$ cat config.mk
export PLATFORM = sky130hd
export DESIGN_NAME = pram_arbiter
export DESIGN_NICKNAME = d
export VERILOG_FILES = /design/src/rtl/pram_arbiter.sv
export SDC_FILE = /design/constraint.sdc
export NUM_CORES = 1
export LEC_CHECK = 0
export BUFFER_PORTS_ARGS = -buffer_cell sky130_fd_sc_hd__buf_2
export CAP_MARGIN = 20
export CORE_ASPECT_RATIO = 2
export CORE_UTILIZATION = 41
export DETAILED_ROUTE_END_ITERATION = 7
export PLACE_DENSITY = 0.89
export SETUP_SLACK_MARGIN = 0.5
export SYNTH_ARGS = -nofsm -noshare
export SYNTH_HDL_FRONTEND = slang
export SYNTH_SLANG_ARGS = --single-unit
export TNS_END_PERCENT = 100
$ cat constraint.sdc
create_clock -name clock -period 3.6 [get_ports clock]
set_clock_uncertainty 0.05 [all_clocks]
set_input_delay 0 -clock clock [delete_from_list [all_inputs] [get_ports clock]]
set_output_delay 0 -clock clock [all_outputs]
set_load 0.01 [all_outputs]
$ cat src/rtl/pram_arbiter.sv
// pram_arbiter: round-robin arbiter sharing the single-port synchronous
// program RAM between NUM_REQ requesters (0 = fetch, 1 = microcode data,
// 2 = external loader). One access is granted per cycle, and read data
// returns one cycle after the grant, tagged to the winner.
// Optional macro PRAM_ARB_LOCK_EN adds req_lock: a granted requester that
// holds req_lock keeps exclusive ownership of the RAM for bursts.
module pram_arbiter #(
  parameter int NUM_REQ       = 3,
  parameter int ADDRESS_WIDTH = 16,
  parameter int DATA_WIDTH    = 16
) (
  input  logic                             clock,
  input  logic                             reset_n,
  input  logic [NUM_REQ-1:0]               req,
  input  logic [NUM_REQ-1:0]               req_rw,
  input  logic [NUM_REQ*ADDRESS_WIDTH-1:0] req_address,
  input  logic [NUM_REQ*DATA_WIDTH-1:0]    req_data,
`ifdef PRAM_ARB_LOCK_EN
  input  logic [NUM_REQ-1:0]               req_lock,
`endif
  output logic [NUM_REQ-1:0]               grant,
  output logic [NUM_REQ-1:0]               rsp_valid,
  output logic [DATA_WIDTH-1:0]            rsp_data,
  output logic                             ram_enable,
  output logic                             ram_rw,
  output logic [ADDRESS_WIDTH-1:0]         ram_address,
  output logic [DATA_WIDTH-1:0]            ram_data_in,
  input  logic [DATA_WIDTH-1:0]            ram_data_out,
  output logic                             busy
);

  localparam int PW = $clog2(NUM_REQ);

  logic [PW-1:0]      last_grant;
  logic [NUM_REQ-1:0] eligible;
  logic [PW-1:0]      winner;
  logic               found;
  logic               any_grant;
  logic [NUM_REQ-1:0] vld_p1;

`ifdef PRAM_ARB_LOCK_EN
  logic               locked;
  logic [PW-1:0]      lock_owner;
  logic [NUM_REQ-1:0] owner_mask;

  // While a lock is held only the owner may compete
  always_comb begin
    owner_mask             = '0;
    owner_mask[lock_owner] = 1'b1;
    eligible               = locked ? (req & owner_mask) : req;
  end
`else
  // Pure round-robin: every asserted request is eligible
  always_comb begin
    eligible = req;
  end
`endif

  // Search eligible requesters starting just after the last winner, with wrap-around
  always_comb begin
    logic [PW:0] cand;
    cand   = '0;
    winner = '0;
    found  = 1'b0;
    for (int k = 1; k <= NUM_REQ; k++) begin
      cand = {1'b0, last_grant} + (PW+1)'(k);
      if (cand >= (PW+1)'(NUM_REQ)) begin
        cand = cand - (PW+1)'(NUM_REQ);
      end
      if (!found && eligible[cand[PW-1:0]]) begin
        found  = 1'b1;
        winner = cand[PW-1:0];
      end
    end
  end

  // Drive the one-hot grant and mux the winner's request onto the RAM port
  always_comb begin
    any_grant   = found & reset_n;
    grant       = '0;
    ram_enable  = any_grant;
    ram_rw      = 1'b0;
    ram_address = '0;
    ram_data_in = '0;
    if (any_grant) begin
      grant[winner] = 1'b1;
      ram_rw        = req_rw[winner];
      ram_address   = req_address[int'(winner)*ADDRESS_WIDTH +: ADDRESS_WIDTH];
      ram_data_in   = req_data[int'(winner)*DATA_WIDTH +: DATA_WIDTH];
    end
  end

  // Stage p0 -> p1: record the last winner and flag a read response for next cycle
  always_ff @(posedge clock or negedge reset_n) begin
    if (!reset_n) begin
      last_grant <= PW'(NUM_REQ-1);
      vld_p1     <= '0;
    end else begin
      if (any_grant) begin
        last_grant <= winner;
      end
      vld_p1 <= grant & ~req_rw;
    end
  end

`ifdef PRAM_ARB_LOCK_EN
  // Take the lock on a grant with req_lock; drop it when the owner lets go
  always_ff @(posedge clock or negedge reset_n) begin
    if (!reset_n) begin
      locked     <= 1'b0;
      lock_owner <= '0;
    end else if (locked) begin
      if (!req[lock_owner] || (grant[lock_owner] && !req_lock[lock_owner])) begin
        locked <= 1'b0;
      end
    end else if (any_grant && req_lock[winner]) begin
      locked     <= 1'b1;
      lock_owner <= winner;
    end
  end
`endif

  assign rsp_valid = vld_p1;
  assign rsp_data  = ram_data_out;
  assign busy      = |req;

endmodule

Word level (Yosys, flattened, before mapping)
Index checks and enable logic that the tools add are counted.
{"block": "op_classes", "order_cmp": 8, "n_reduce_logical": 6, "n_addsub": 6, "bitwise": 3, "eq_ne": 0, "mux": 23, "div": 0, "n_shift": 2, "multipliers": 0}
{"operator": "$shiftx A48 B7 Y16", "n": 2}
{"operator": "$mux W16", "n": 2}
{"operator": "$lt A2 B3 Y1 const B", "n": 4}
{"operator": "$mux W2", "n": 6}
{"operator": "$ge A3 B2 Y1 const B", "n": 3}
{"operator": "$mux W1", "n": 9}
{"operator": "$bmux W1 S2", "n": 4}
{"operator": "$add A2 B2 Y3 const B", "n": 2}
{"operator": "$sub A2 B2 Y2 const B", "n": 3}
{"operator": "$add A2 B1 Y3 const B", "n": 1}
{"operator": "$and A3 B3 Y3", "n": 1}
{"operator": "$logic_and A1 B1 Y1", "n": 3}
{"operator": "$mux W3", "n": 1}
{"operator": "$not A3 Y3", "n": 1}
{"operator": "$reduce_or A3 Y1", "n": 1}
{"operator": "$demux W1 S2", "n": 1}
{"operator": "$ge A2 B1 Y1 const B", "n": 1}
{"operator": "$logic_not A1 Y1", "n": 2}
{"operator": "$and A1 B1 Y1", "n": 1}
{"block": "totals", "mem_bits_rw": 0, "ff_bits": 5, "in_bits": 120, "elab_cells": 50, "mem_count": 0, "latch_bits": 0, "romBits": 0}

Depth between registers and ports, before layout
{"block": "depth", "word_depth": 18, "mapped_depth": 11, "ltp_nobuf": 8}

Least setup slack after synthesis
OpenSTA, ideal clock, no wires.
{"block": "synth_path", "path_type": "reg-to-output", "startpoint": "register last_grant[1]", "endpoint": "output port ram_address[0]", "t_arrival_ns": 2.381, "required_time_ns": 3.550, "stages_incl_launch_ff": 12, "path_slack_ns": 1.169, "cell_sequence": "dfstp_2 -> inv_1 -> ha_1 -> buf_6 -> clkinv_4 -> mux2i_1 -> a311o_1 -> buf_6 -> or2_1 -> buf_6 -> buf_6 -> a311oi_2"}
{"block": "synth_via", "elab_chain_cells": 14, "word_cells_on_any_way": 31, "cone_classes": "add/sub (6); order compare (3); shift (1); mux (16); bitwise (1); reduce/logical (4)"}
{"item": "start, declared", "line_no": "34", "text": "logic [PW-1:0] last_grant;"}
{"item": "start signal, assigned", "line_no": "96", "text": "last_grant <= PW'(NUM_REQ-1);"}
{"item": "start signal, assigned", "line_no": "100", "text": "last_grant <= winner;"}
{"item": "$add A2 B1 Y3", "line_no": "66", "text": "cand = {1'b0, last_grant} + (PW+1)'(k);"}
{"item": "$ge A3 B2 Y1 / $sub A2 B2 Y2 (equally long branches)", "line_no": "67, 68"}
{"item": "$mux W2", "line_no": "67", "text": "if (cand >= (PW+1)'(NUM_REQ)) begin"}
{"item": "$bmux W1 S2", "line_no": "70", "text": "if (!found && eligible[cand[PW-1:0]]) begin"}
{"item": "$mux W1 (not written as such)", "line_no": "70"}
{"item": "$mux W1", "line_no": "70"}
{"item": "$logic_not A1 Y1", "line_no": "70"}
{"item": "$logic_and A1 B1 Y1", "line_no": "70"}
{"item": "$mux W1", "line_no": "70"}
{"item": "$logic_not A1 Y1", "line_no": "70"}
{"item": "$logic_and A1 B1 Y1", "line_no": "70"}
{"item": "$mux W2 / $mux W1 (equally long branches)", "line_no": "70"}
{"item": "$shiftx A48 B7 Y16 / $and A1 B1 Y1 (equally long branches)", "line_no": "88, 79"}
{"item": "$mux W16 *", "line_no": "85", "text": "if (any_grant) begin"}
{"item": "end, declared", "line_no": "26", "text": "output logic [ADDRESS_WIDTH-1:0] ram_address,"}
Every way passes the cells marked *; elsewhere a longest branch is shown, timed or not. The select of a mux whose other input is x is not followed.

Final worst setup path
{"block": "layout_path", "startpoint": "register last_grant[1]", "endpoint": "output port ram_address[2]"}
The elaborated chain is that of the path after synthesis.

==> metrics <==
Non-Filler Instances 429; die footprint 4850 um2; sequential cell area fraction in the yosys report 0.0676; maximum vdd drop 0.799 mV; distinct cell type count after synthesis 42; EDFF count, synth 0; CP max stage delay 0.56 ns; commonest cells in the netlist a211oi_1, nand3_1, o21ai_0, a311oi_2, buf_4; Top Ports 177; Final TNS setup 0 ns; Yosys reg bits 5; unrepaired setup endpoints after global routing false; top cell type's share of synthesized area 0.217; final setup margin 0.633 ns; Routed WL per cell 19.0 um; Pins Over Slew Limit 0; pin count of the biggest net entering global routing 36; status finished, final reports clean; Synth area leaders a311oi_2, a211oi_1, nand3_1; crit-path max FO 18; HP Class in2async; Worst path slowest cell a31oi_4; Diodes inserted 0; Die Height 97.5 um; CTS tree built; setup violators final 0; 1st-iter DRT viols 136; Final ANT Viol Nets 0; P_leak 1.23 nW; Post-Syn Area 1870 um2; clk_lat worst skew 0.22 ns; CTS H-Tree Depth 1; max cap viols 0; drt pass-1 iters 4; clock buffer depth 2; Clk Tree Root Cell clkbuf_8; Num CTS Buffers 3; pre-CTS setup slack 0.624 ns; Tightest Pin Transition 0.662 ns; PwrDens 1090 nW/um2; initial antenna violation count 0; Mean Syn Cell Area 7.70 um2; Die Width 49.8 um; Reg2Reg Depth 9; crit-path cells inv_1 > ha_2 > nand2b_1 > nor2_2 > a31oi_4 > a211oi_1 > a311oi_2 > buf_2; RD Place Congestion 0.864; Max transition margin 0.559; Total Wirelength 8170 um; GRT Overall Usage 0.331; dpl cells 404; Yosys top cell by area a311oi_2; Initial Util 0.427; first-pass GRT wire length 12800 um; minimum clock period 2.97 ns; fin nets 500; Yosys warning count 0; post-synthesis async set-or-reset flop share 1.00; final core occ 0.632; DRC viols 0; syn nets 367; clock tree sinks 5; period utilization 0.824; Crit. End Element primary output; num rows 34; Worst Setup Start Kind register; Syn-to-layout area delta 48.0%; share of layout cells above drive strength 1 0.541; I/O Buffers 144; Final Total Pwr 3.02 mW; top_reg_cell synth dfrtp_1; GR Overflow Total 0; fmax 337 MHz; hpwl dp 5600 um; post-synthesis cell count 243; detailed-route via count 2776; core region area 4380 um2; final hold vios 0; Required @ worst endpoint 3.55 ns; CP Class reg2out; vias in the first global route 2760; Worst EP arrival 2.92 ns; Vias/cell 6.47; CTS clk-pin slew, worst paths 0.04 ns
## per-layer routing
layer | track usage | vias up | routed length, um
met5 | 0 | - | 0
met4 | 0.156 | 0 | 356
met3 | 0.0516 | 42 | 752
met2 | 0.610 | 221 | 4280
met1 | 0.348 | 1292 | 2780
li1 | - | 1221 | -
## worst paths after layout
kind | slack [ns] | from | end
setup / recovery | 0.63 | last_grant[1]$_DFFE_PN1P_ | ram_address[2]
hold / removal | 0.11 | reset_n | rsp_valid[2]$_DFF_PN0_
setup reg to reg | 0.96 | last_grant[0]$_DFFE_PN0P_ | last_grant[0]$_DFFE_PN0P_
hold reg to reg | 0.44 | last_grant[1]$_DFFE_PN1P_ | last_grant[1]$_DFFE_PN1P_
max in group asynchronous | 3.16 | reset_n | last_grant[1]$_DFFE_PN1P_
min in group clock | 0.31 | req_data[1] | ram_data_in[1]
## kinds of logic (layout without fill, tap and decap cells)
| group | count (synthesis) | count (layout) | share of synthesized area |
|---|---|---|---|
| mux | 3 | 3 | 0.0161 |
| fa+ha+maj | 4 | 4 | 0.0268 |
| buf+inv | 55 | 186 | 0.185 |
| compound gates | 115 | 116 | 0.538 |
| flops | 5 | 5 | 0.0676 |
| simple gates | 61 | 61 | 0.167 |
## stage by stage
| stage | area, um2 | hold WS, ns |
|---|---|---|
| floorplan | 1870 | -0.346 |
| global placement | 2480 | -0.209 |
| detailed placement | 2480 | -0.208 |
| CTS | 2760 | 0.107 |
| global route | 2770 | 0.131 |
| finish | 2770 | 0.107 |
## final cells by class
cell class / instances / area [um2]
inverter: 6 / 27.5
timing repair buffer: 176 / 1030
sequential: 5 / 126
multi-input combinational: 184 / 1480
fill: 388 / 1610
clock buffer: 4 / 45.0
tap: 54 / 67.6
## layout by cell type, fill, tap and decap left out, types with 2 or more instances in the layout
cell type	n
a31oi_4	2
o21ai_0	29
inv_1	3
o21ai_1	7
nor3_1	3
a311oi_2	27
a311oi_1	5
nand3_1	32
nand2_1	8
o211ai_1	2
nor2_1	5
dfrtp_1	4
buf_4	10
dlygate4sd3_1	20
ha_1	3
a21oi_1	3
a211oi_1	32
inv_2	2
mux2i_1	3
buf_2	144
clkbuf_8	3
nand2b_1	3
## power breakdown
group	internal, mW	total (mW)	switching [mW]
combinational	1.04	2.82	1.78
sequential	0.0810	0.0974	0.0164
clock	0.0760	0.104	0.0277
total	1.19	3.02	1.83
## registers in the layout (all words and copies together) (netlist names)
register,flops
rsp_valid,3
last_grant,2
## worst max-delay path, delay by kind of cell (launching register included)
family / cells / cell delay [ns]
and+or+nand+nor: 2 / 0.36
buffers and inverters: 2 / 0.26
DFF: 1 / 0.54
adders and majority gates: 1 / 0.44
AOI/OAI and AO/OA: 3 / 1.09
## timing repair
action | 4_1_cts | 5_1_grt
gates resized for setup | 3 | 3
hold buffers | 20 | 0
endpoints found under the hold margin | 24 | 0
setup endpoints to repair | 22 | 23
setup buffers | 0 | 0
gates cloned | 1 | 0
Note: power is estimated with default switching activity, not from simulation.
